File: src/rtl/symdes_pkg.sv
// Shared types and constants for the 8b/10b symbol deserializer:
// alignment state encoding, K28.5 comma patterns and running-disparity encoding.
package symdes_pkg;

  typedef enum logic [1:0] {
    HUNT   = 2'd0,
    SYNC   = 2'd1,
    LOCKED = 2'd2
  } symdes_state_t;

  // K28.5 with bit a in bit 0.
  localparam logic [9:0] K28_5_RDN = 10'h17C;
  localparam logic [9:0] K28_5_RDP = 10'h283;

  localparam logic RD_NEG = 1'b0;
  localparam logic RD_POS = 1'b1;

endpackage

File: src/rtl/symdes_rd_check.sv
// Running-disparity tracker: popcounts each emitted symbol, keeps the rd register
// and flags symbols whose ones-count is illegal for the current disparity.
module symdes_rd_check
  import symdes_pkg::*;
#(
  parameter int SYM_W = 10
) (
  input  logic             clk_i,
  input  logic             rst_i,
  input  logic             sym_valid_i,
  input  logic             acquire_i,
  input  logic [SYM_W-1:0] sym_i,
  output logic             err_o
);

  localparam int CW = $clog2(SYM_W + 1);
  localparam logic [CW-1:0] HALF = CW'(SYM_W / 2);

  logic          rd_q;
  logic          rd_d;
  logic          bad;
  logic [CW-1:0] ones;

  always_comb begin
    ones = '0;
    for (int i = 0; i < SYM_W; i++) ones = ones + CW'(sym_i[i]);
    rd_d = rd_q;
    bad  = 1'b0;
    // rd follows the symbol even when the symbol itself is in error.
    if (ones == HALF + 1'b1) begin
      bad  = (rd_q == RD_POS);
      rd_d = RD_POS;
    end else if (ones == HALF - 1'b1) begin
      bad  = (rd_q == RD_NEG);
      rd_d = RD_NEG;
    end else if (ones != HALF) begin
      bad = 1'b1;
    end
  end

  // The acquiring comma seeds rd but is never reported as an error.
  assign err_o = sym_valid_i & ~acquire_i & bad;

  always_ff @(posedge clk_i or negedge rst_i) begin
    if (!rst_i)           rd_q <= RD_NEG;
    else if (sym_valid_i) rd_q <= rd_d;
  end

endmodule

File: src/rtl/symbol_deserializer.sv
// Serial-to-parallel 8b/10b receiver with K28.5 comma alignment (HUNT/SYNC/LOCKED).
// Optional running-disparity checking is built when SYMDES_RD_CHECK_EN is defined.
module symbol_deserializer
  import symdes_pkg::*;
#(
  parameter int               SYM_W    = 10,
  parameter logic [SYM_W-1:0] COMMA_P  = SYM_W'(K28_5_RDN),
  parameter logic [SYM_W-1:0] COMMA_N  = SYM_W'(K28_5_RDP),
  parameter int               LOCK_CNT = 3,
  parameter int               LOSS_CNT = 2
) (
  input  logic             clk_i,
  input  logic             rst_i,
  input  logic             en_i,
  input  logic             serial_i,
  input  logic             align_en_i,
  output logic [SYM_W-1:0] sym_o,
  output logic             sym_valid_o,
  output logic             comma_o,
  output logic             locked_o,
  output logic             lock_lost_o,
  output logic             disp_err_o,
  output symdes_state_t    state_o
);

  localparam int BCW = (SYM_W > 1) ? $clog2(SYM_W) : 1;
  localparam int GW  = $clog2(LOCK_CNT + 1);
  localparam int BW  = $clog2(LOSS_CNT + 1);

  symdes_state_t    state_q, state_d;
  logic [SYM_W-2:0] sr_q, sr_d;
  logic [SYM_W-1:0] cand;
  logic [BCW-1:0]   bit_cnt_q, bit_cnt_d;
  logic [GW-1:0]    good_q, good_d, good_inc;
  logic [BW-1:0]    bad_q, bad_d, bad_inc;
  logic             match, boundary, emit, lost, rd_err;

  // Output strobe: sym_valid_o is high for exactly one clock, the clock after the
  // enabled cycle that carried a symbol's last bit; comma_o/disp_err_o qualify it.
  assign cand     = {serial_i, sr_q};
  assign match    = (cand == COMMA_P) || (cand == COMMA_N);
  assign boundary = (bit_cnt_q == BCW'(SYM_W - 1));

  always_comb begin
    state_d   = state_q;
    sr_d      = sr_q;
    bit_cnt_d = bit_cnt_q;
    good_d    = good_q;
    bad_d     = bad_q;
    good_inc  = (good_q == GW'(LOCK_CNT)) ? good_q : good_q + 1'b1;
    bad_inc   = (bad_q == BW'(LOSS_CNT)) ? bad_q : bad_q + 1'b1;
    emit      = 1'b0;
    lost      = 1'b0;
    if (en_i) begin
      sr_d      = cand[SYM_W-1:1];
      bit_cnt_d = boundary ? '0 : bit_cnt_q + 1'b1;
      unique case (state_q)
        HUNT: begin
          if (align_en_i && match) begin
            bit_cnt_d = '0;
            emit      = 1'b1;
            good_d    = GW'(1);
            state_d   = (LOCK_CNT == 1) ? LOCKED : SYNC;
          end
        end
        SYNC: begin
          if (boundary) begin
            emit = 1'b1;
            if (match) begin
              good_d = good_inc;
              if (good_inc == GW'(LOCK_CNT)) state_d = LOCKED;
            end
          end else if (align_en_i && match) begin
            bit_cnt_d = '0;
            emit      = 1'b1;
            good_d    = GW'(1);
          end
        end
        LOCKED: begin
          if (boundary) begin
            emit = 1'b1;
            if (match) bad_d = '0;
          end else if (align_en_i && match) begin
            // Misaligned commas only count towards loss; lock never realigns in place.
            if (bad_inc == BW'(LOSS_CNT)) begin
              state_d = HUNT;
              lost    = 1'b1;
              good_d  = '0;
              bad_d   = '0;
            end else begin
              bad_d = bad_inc;
            end
          end
        end
        default: state_d = HUNT;
      endcase
    end
  end

`ifdef SYMDES_RD_CHECK_EN
  symdes_rd_check #(.SYM_W(SYM_W)) u_rd_check (
    .clk_i       (clk_i),
    .rst_i       (rst_i),
    .sym_valid_i (emit),
    .acquire_i   (state_q == HUNT),
    .sym_i       (cand),
    .err_o       (rd_err)
  );
`else
  assign rd_err = 1'b0;
`endif

  always_ff @(posedge clk_i or negedge rst_i) begin
    if (!rst_i) begin
      state_q   <= HUNT;
      sr_q      <= '0;
      bit_cnt_q <= '0;
      good_q    <= '0;
      bad_q     <= '0;
    end else begin
      state_q   <= state_d;
      sr_q      <= sr_d;
      bit_cnt_q <= bit_cnt_d;
      good_q    <= good_d;
      bad_q     <= bad_d;
    end
  end

  always_ff @(posedge clk_i or negedge rst_i) begin
    if (!rst_i) begin
      sym_o       <= '0;
      sym_valid_o <= 1'b0;
      comma_o     <= 1'b0;
      lock_lost_o <= 1'b0;
      disp_err_o  <= 1'b0;
    end else begin
      sym_valid_o <= emit;
      comma_o     <= emit & match;
      lock_lost_o <= lost;
      disp_err_o  <= emit & rd_err;
      if (emit) sym_o <= cand;
    end
  end

  assign locked_o = (state_q == LOCKED);
  assign state_o  = state_q;

endmodule

File: config.mk
export PLATFORM = sky130hd
export DESIGN_NAME = symbol_deserializer
export DESIGN_NICKNAME = d
export VERILOG_FILES = /design/src/rtl/symdes_pkg.sv /design/src/rtl/symdes_rd_check.sv /design/src/rtl/symbol_deserializer.sv
export SDC_FILE = /design/constraint.sdc
export NUM_CORES = 1
export LEC_CHECK = 0
export BUFFER_PORTS_ARGS = -buffer_cell sky130_fd_sc_hd__clkbuf_2
export CAP_MARGIN = 30
export CORE_AREA = 3 3 86 88
export CTS_BUF_LIST = sky130_fd_sc_hd__clkbuf_2
export CTS_CLUSTER_DIAMETER = 100
export CTS_CLUSTER_SIZE = 30
export DETAILED_ROUTE_END_ITERATION = 6
export DIE_AREA = 0 0 89 91
export PLACE_DENSITY_LB_ADDON = 0.12
export SETUP_SLACK_MARGIN = 0.2
export SYNTH_ARGS = -nofsm -noshare
export SYNTH_HDL_FRONTEND = slang
export SYNTH_SLANG_ARGS = --single-unit
File: constraint.sdc
create_clock -name clk_i -period 2.13 [get_ports clk_i]
set_clock_uncertainty 0.05 [all_clocks]
set_input_delay 0.426 -clock clk_i [delete_from_list [all_inputs] [get_ports clk_i]]
set_output_delay 0.426 -clock clk_i [all_outputs]
set_load 0.005 [all_outputs]
# Yosys cells after proc, flatten, opt, wreduce, memory -nomap -nowiden
# Cells that the tools add are included.
[op_classes]
bitwise_logic = 1
n_reduce_logical = 8
addsub = 3
eq_ne = 18
n_mux = 32
[ops]
columns = ["cell", "count"]
rows = [
  ["2-bit two-way mux", 16],
  ["4-bit two-way mux", 3],
  ["2-bit != test, second input constant", 6],
  ["2-bit case mux with 3 select lines", 2],
  ["10-bit equality test, second input constant", 1],
  ["10-bit by 9-bit equality test with 1-bit output, second input constant", 1],
  ["2-bit equality test, second input constant", 5],
  ["1-bit two-way mux", 9],
  ["4-bit case mux with 2 select lines", 1],
  ["8-bit AND reduction", 1],
  ["6-bit AND reduction", 1],
  ["2-bit by 1-bit adder with 2-bit output, second input constant", 2],
  ["4-bit by 1-bit adder with 4-bit output, second input constant", 1],
  ["4-bit equality test, second input constant", 1],
  ["2-bit by 1-bit != test with 1-bit output, second input constant", 2],
  ["4-bit AND reduction", 1],
  ["3-bit != test, second input constant", 1],
  ["1-bit case mux with 3 select lines", 1],
  ["3-bit nonzero test", 1],
  ["2-bit by 1-bit equality test with 1-bit output, second input constant", 1],
  ["2-bit zero test", 1],
  ["2-bit nonzero test", 1],
  ["1-bit bitwise AND", 1],
  ["1-bit logical AND", 1],
  ["1-bit logical OR", 1],
]
[totals]
reg_bits = 32
word_cells = 71

# Longest topological paths before layout
[depth]
word_depth = 8
mapped_depth = 8
mapped_depth_nobuf = 7

# Worst setup path after synthesis
# No wires, ideal clock.
[synth_path]
kind = "register to register"
from = "register sr_q[3]"
to = "register good_q[1]"
n_path_buf = 0
path_slack_ns = 0.217
stages_incl_launch_ff = 6
arrival_ns = 1.739
path_cell_list = "dfrtp_1 nor4_4 nand3_1 a211o_1 a21o_1 a211o_1"
[synth_between]
elab_chain_cells = 6
elab_cells_between_ends = 10
[synth_rtl]
columns = ["element", "line_no", "text"]
rows = [
  ["start, declared", "symbol_deserializer.sv:31", "logic [SYM_W-2:0] sr_q, sr_d;"],
  ["start signal, assigned", "symbol_deserializer.sv:122", "sr_q <= sr_d;"],
  ["10-bit by 9-bit equality test with 1-bit output / 10-bit equality test (equally long branches)", "symbol_deserializer.sv:41", "assign match = (cand == COMMA_P) || (cand == COMMA_N);"],
  ["1-bit logical OR (*)", "symbol_deserializer.sv:41", ""],
  ["1-bit logical AND", "symbol_deserializer.sv:59, symbol_deserializer.sv:73, symbol_deserializer.sv:83", ""],
  ["2-bit two-way mux (2 in series)", "--", ""],
  ["2-bit case mux with 3 select lines", "--", ""],
  ["end signal, assigned", "symbol_deserializer.sv:124", "good_q <= good_d;"],
  ["end, declared", "symbol_deserializer.sv:34", "logic [GW-1:0] good_q, good_d, good_inc;"],
]
# Every way passes the cells marked *; elsewhere a longest branch is shown, timed or not.
# A chain may end at the register's enable or synchronous reset.

# Final worst setup path
[layout_path]
from = "register sr_q[7]"
to = "register sym_o[0]"
[layout_between]
elab_chain_cells = 7
elab_cells_between_ends = 8
[layout_rtl]
columns = ["element", "line_no", "text"]
rows = [
  ["10-bit by 9-bit equality test with 1-bit output / 10-bit equality test (equally long branches)", "symbol_deserializer.sv:41", ""],
  ["1-bit logical OR (*)", "symbol_deserializer.sv:41", ""],
  ["1-bit logical AND (*)", "symbol_deserializer.sv:59, symbol_deserializer.sv:73", ""],
  ["1-bit two-way mux (*)", "symbol_deserializer.sv:59, symbol_deserializer.sv:73", ""],
  ["1-bit two-way mux", "symbol_deserializer.sv:67", "if (boundary) begin"],
  ["1-bit case mux with 3 select lines (*)", "symbol_deserializer.sv:57", "unique case (state_q)"],
  ["1-bit two-way mux (*)", "symbol_deserializer.sv:54", "if (en_i) begin"],
  ["end signal, assigned", "symbol_deserializer.sv:141", "if (emit) sym_o <= cand;"],
  ["end, declared", "symbol_deserializer.sv:17", "output logic [SYM_W-1:0] sym_o,"],
]
# Marks and branches as above.

==> run summary <==
Starting Density -> 24.8%
synthesis-stage register bit count -> 32
Worst Setup End Kind -> flop
TritonCTS buffer count -> 5
outcome -> completed
die height -> 91 um
Worst Path Arrival -> 2210 ps
worst path required time -> 2350 ps
Mean Syn Cell Area -> 12.0 sq um
final setup TNS -> 0 ps
Async SR Flop Fraction -> 100%
setup slack after layout -> 140 ps
first-pass GRT wire length -> 6310 um
Clk pin slew, worst setup/hold paths -> 190 ps
DP Worst Slack -> 6.64 ps
routed via count -> 1283
startpoint class of the critical path -> flop
Final ANT Viol Nets -> 0
Synth area leaders -> dfrtp_1, mux2_2, mux2_4, ha_1, inv_1
cell mode on critical path -> a311oi_2
area growth from synthesis to layout -> 27.8%
routability cong. -> 0.772
Most used DFF post-synth -> dfrtp_1
period utilization -> 93.4%
leading area contributor after synthesis -> dfrtp_1
leakage power -> 0.00103 uW
Mapped Area -> 1670 sq um
drt initial violations -> 22
commonest cells in the netlist -> dfrtp_1, inv_1, mux2_2, nand2_1, mux2_4
Core Region -> 6720 sq um
cts hold-fix bufs -> 0
share of cells above drive strength 1 -> 48.1%
DR DRC count -> 0
cell count after synthesis -> 139
EDFF count, synth -> 0
Seq/Total Area, Yosys -> 48.0%
H-Tree Depth -> 2
Hold Crit Class -> in2async
die width -> 89 um
YS warnings -> 0
vias per cell -> 4.84
CP delay by family, top -> simple AND/OR/NAND/NOR gates
Setup Crit Path Kind -> reg2reg
Clock Sinks -> 32
Least-Margin Pin Slew -> 793 ps
Clock Latency Late Sink -> 380 ps
Yosys top cell area share -> 48.0%
Max Fanout on Critical Path -> 6
fin crit period -> 1990 ps
ant diodes -> 0
Die Area -> 8100 sq um
Final setup viols -> 0
number of I/O pins -> 22
syn nets -> 151
vias in the first global route -> 1301
worst-path cell chain -> and4bb_2 -> nand4_1 -> a311oi_2 -> a311oi_2 -> buf_4 -> mux2_4
cell with the most instances after synthesis -> dfrtp_1
synth unique cells -> 43
Final nets -> 196
Final Max Tran Viols -> 0
WP buf/inv -> 1
largest net degree at the start of global routing -> 33
total track usage -> 10.1%
final WL -> 3870 um
RSZ-0062 raised after global routing -> yes
Max rail drop VDD -> 0.000240 V
Rows -> 30
first-pass iteration count of the detailed router -> 4
clock buffer depth -> 2
critical path's slowest cell -> dfrtp_1
HPWL after DPL -> 2810 um
Critical Path Max Stage Delay -> 440 ps
cell area power density -> 766 nW/um^2
antenna violations before repair -> 0
max cap viols -> 0
IO Port Bufs -> 20
f_max -> 503 MHz
Slew Limit Headroom -> 47.1%
Root Driver -> clkbuf_2
TritonCTS clock tree -> yes
Remaining Overflow, GRT -> 0
Final Hold Fails -> 0
wire per inst -> 14.6 um
==> cells by family (layout without fill, tap and decap cells) <==
group	Yosys count	after routing	synth area share, %
compound gates	31	31	14.7
fa+ha+maj	7	7	5.26
buf+inv	16	62	4.35
flops	32	32	48.0
mux	20	20	15.2
other cells	1	1	0.225
simple gates	32	32	12.2
==> flip-flops by register name, summed over array words and instances, names as in the netlist <==
name         cells
state_o          2
sym_o           10
sr_q             9
good_q           2
bad_q            2
sym_valid_o      1
lock_lost_o      1
bit_cnt_q        4
comma_o          1
==> placed cells by master (no fill, tap or decap), drive strengths merged, types with 2 or more instances in the layout <==
cell type,n
a21oi,6
ha,7
o2bb2ai,2
and4bb,3
nand3,2
a2111oi,2
nand4,2
nand3b,2
inv,12
dfrtp,32
nand2b,2
and2,2
buf,22
a311oi,3
nand2,9
a211o,2
o21ai,2
nor2,4
o22ai,2
mux2,19
clkbuf,25
a211oi,3
and3,3
==> worst reg2reg max path: stages (launching register included) <==
cell and delay, ps:
dfrtp_1 440, and4bb_2 310, nand4_1 160, a311oi_2 330, a311oi_2 90, buf_4 200
mux2_4 300
==> cell type report <==
cell class / count / area (sq um)
clock inverters: 3 / 42.5
fillers: 688 / 4590
clock buffers: 5 / 25.0
well taps: 80 / 100
repair buffers: 42 / 269
inverters: 12 / 45.0
multi-input cells: 91 / 841
flip-flops and latches: 32 / 807
==> layer usage <==
layer | global-route usage [%] | vias to the layer above | share of wire, %
li1 | - | 600 | -
met1 | 12.6 | 642 | 44
met2 | 15.8 | 35 | 49
met3 | 3.09 | 6 | 5.0
met4 | 4.22 | 0 | 2.0
met5 | 0 | - | 0
==> path summary, 6_finish.rpt <==
path | startpoint | endpoint | slack [ps] | depth (start not counted)
worst max-delay path | sr_q[7]$_DFFE_PN0P_ | sym_o[0]$_DFFE_PN0P_ | 140 | 6
worst min-delay path | rst_i | sr_q[6]$_DFFE_PN0P_ | 30 | 1
worst max register to register | sr_q[7]$_DFFE_PN0P_ | sym_o[0]$_DFFE_PN0P_ | 140 | 6
worst min register to register | good_q[1]$_DFFE_PN0P_ | good_q[1]$_DFFE_PN0P_ | 470 | 1
max in group asynchronous | rst_i | sr_q[2]$_DFFE_PN0P_ | 1430 | 1
min in group clk_i | serial_i | sym_o[9]$_DFFE_PN0P_ | 250 | 2
==> metrics by stage <==
| stage | power [uW] | std cells | cell area, sq um | utilization, % | hold slack [ps] |
|---|---|---|---|---|---|
| after floorplan | 1020 | 139 | 1670 | - | 80.4 |
| after CTS | 1620 | 262 | 2070 | 30.7 | 46.7 |
| after global routing | 1730 | 265 | 2130 | 31.7 | 62.2 |
| after global placement | 1110 | 246 | 1920 | 28.6 | 427 |
| after detailed placement | 1130 | 246 | 1920 | 28.6 | 430 |
| final | 1630 | 265 | 2130 | 31.7 | 33.9 |
==> what timing repair did <==
| action | CTS | global route |
|---|---|---|
| buffers inserted | 8 | 3 |
| endpoints found under the hold margin | 0 | 0 |
| gates resized for setup | 5 | 15 |
| setup endpoints to repair | 17 | 20 |
| pin swaps | 8 | 5 |
==> power breakdown <==
part | switching [uW] | internal, uW | leakage (uW) | total [uW]
logic | 167 | 232 | 0.000584 | 399
registers | 104 | 710 | 0.000403 | 814
clock network | 223 | 196 | 0.0000390 | 419
total | 493 | 1140 | 0.00103 | 1630
Power figures use the tool's default switching activity.
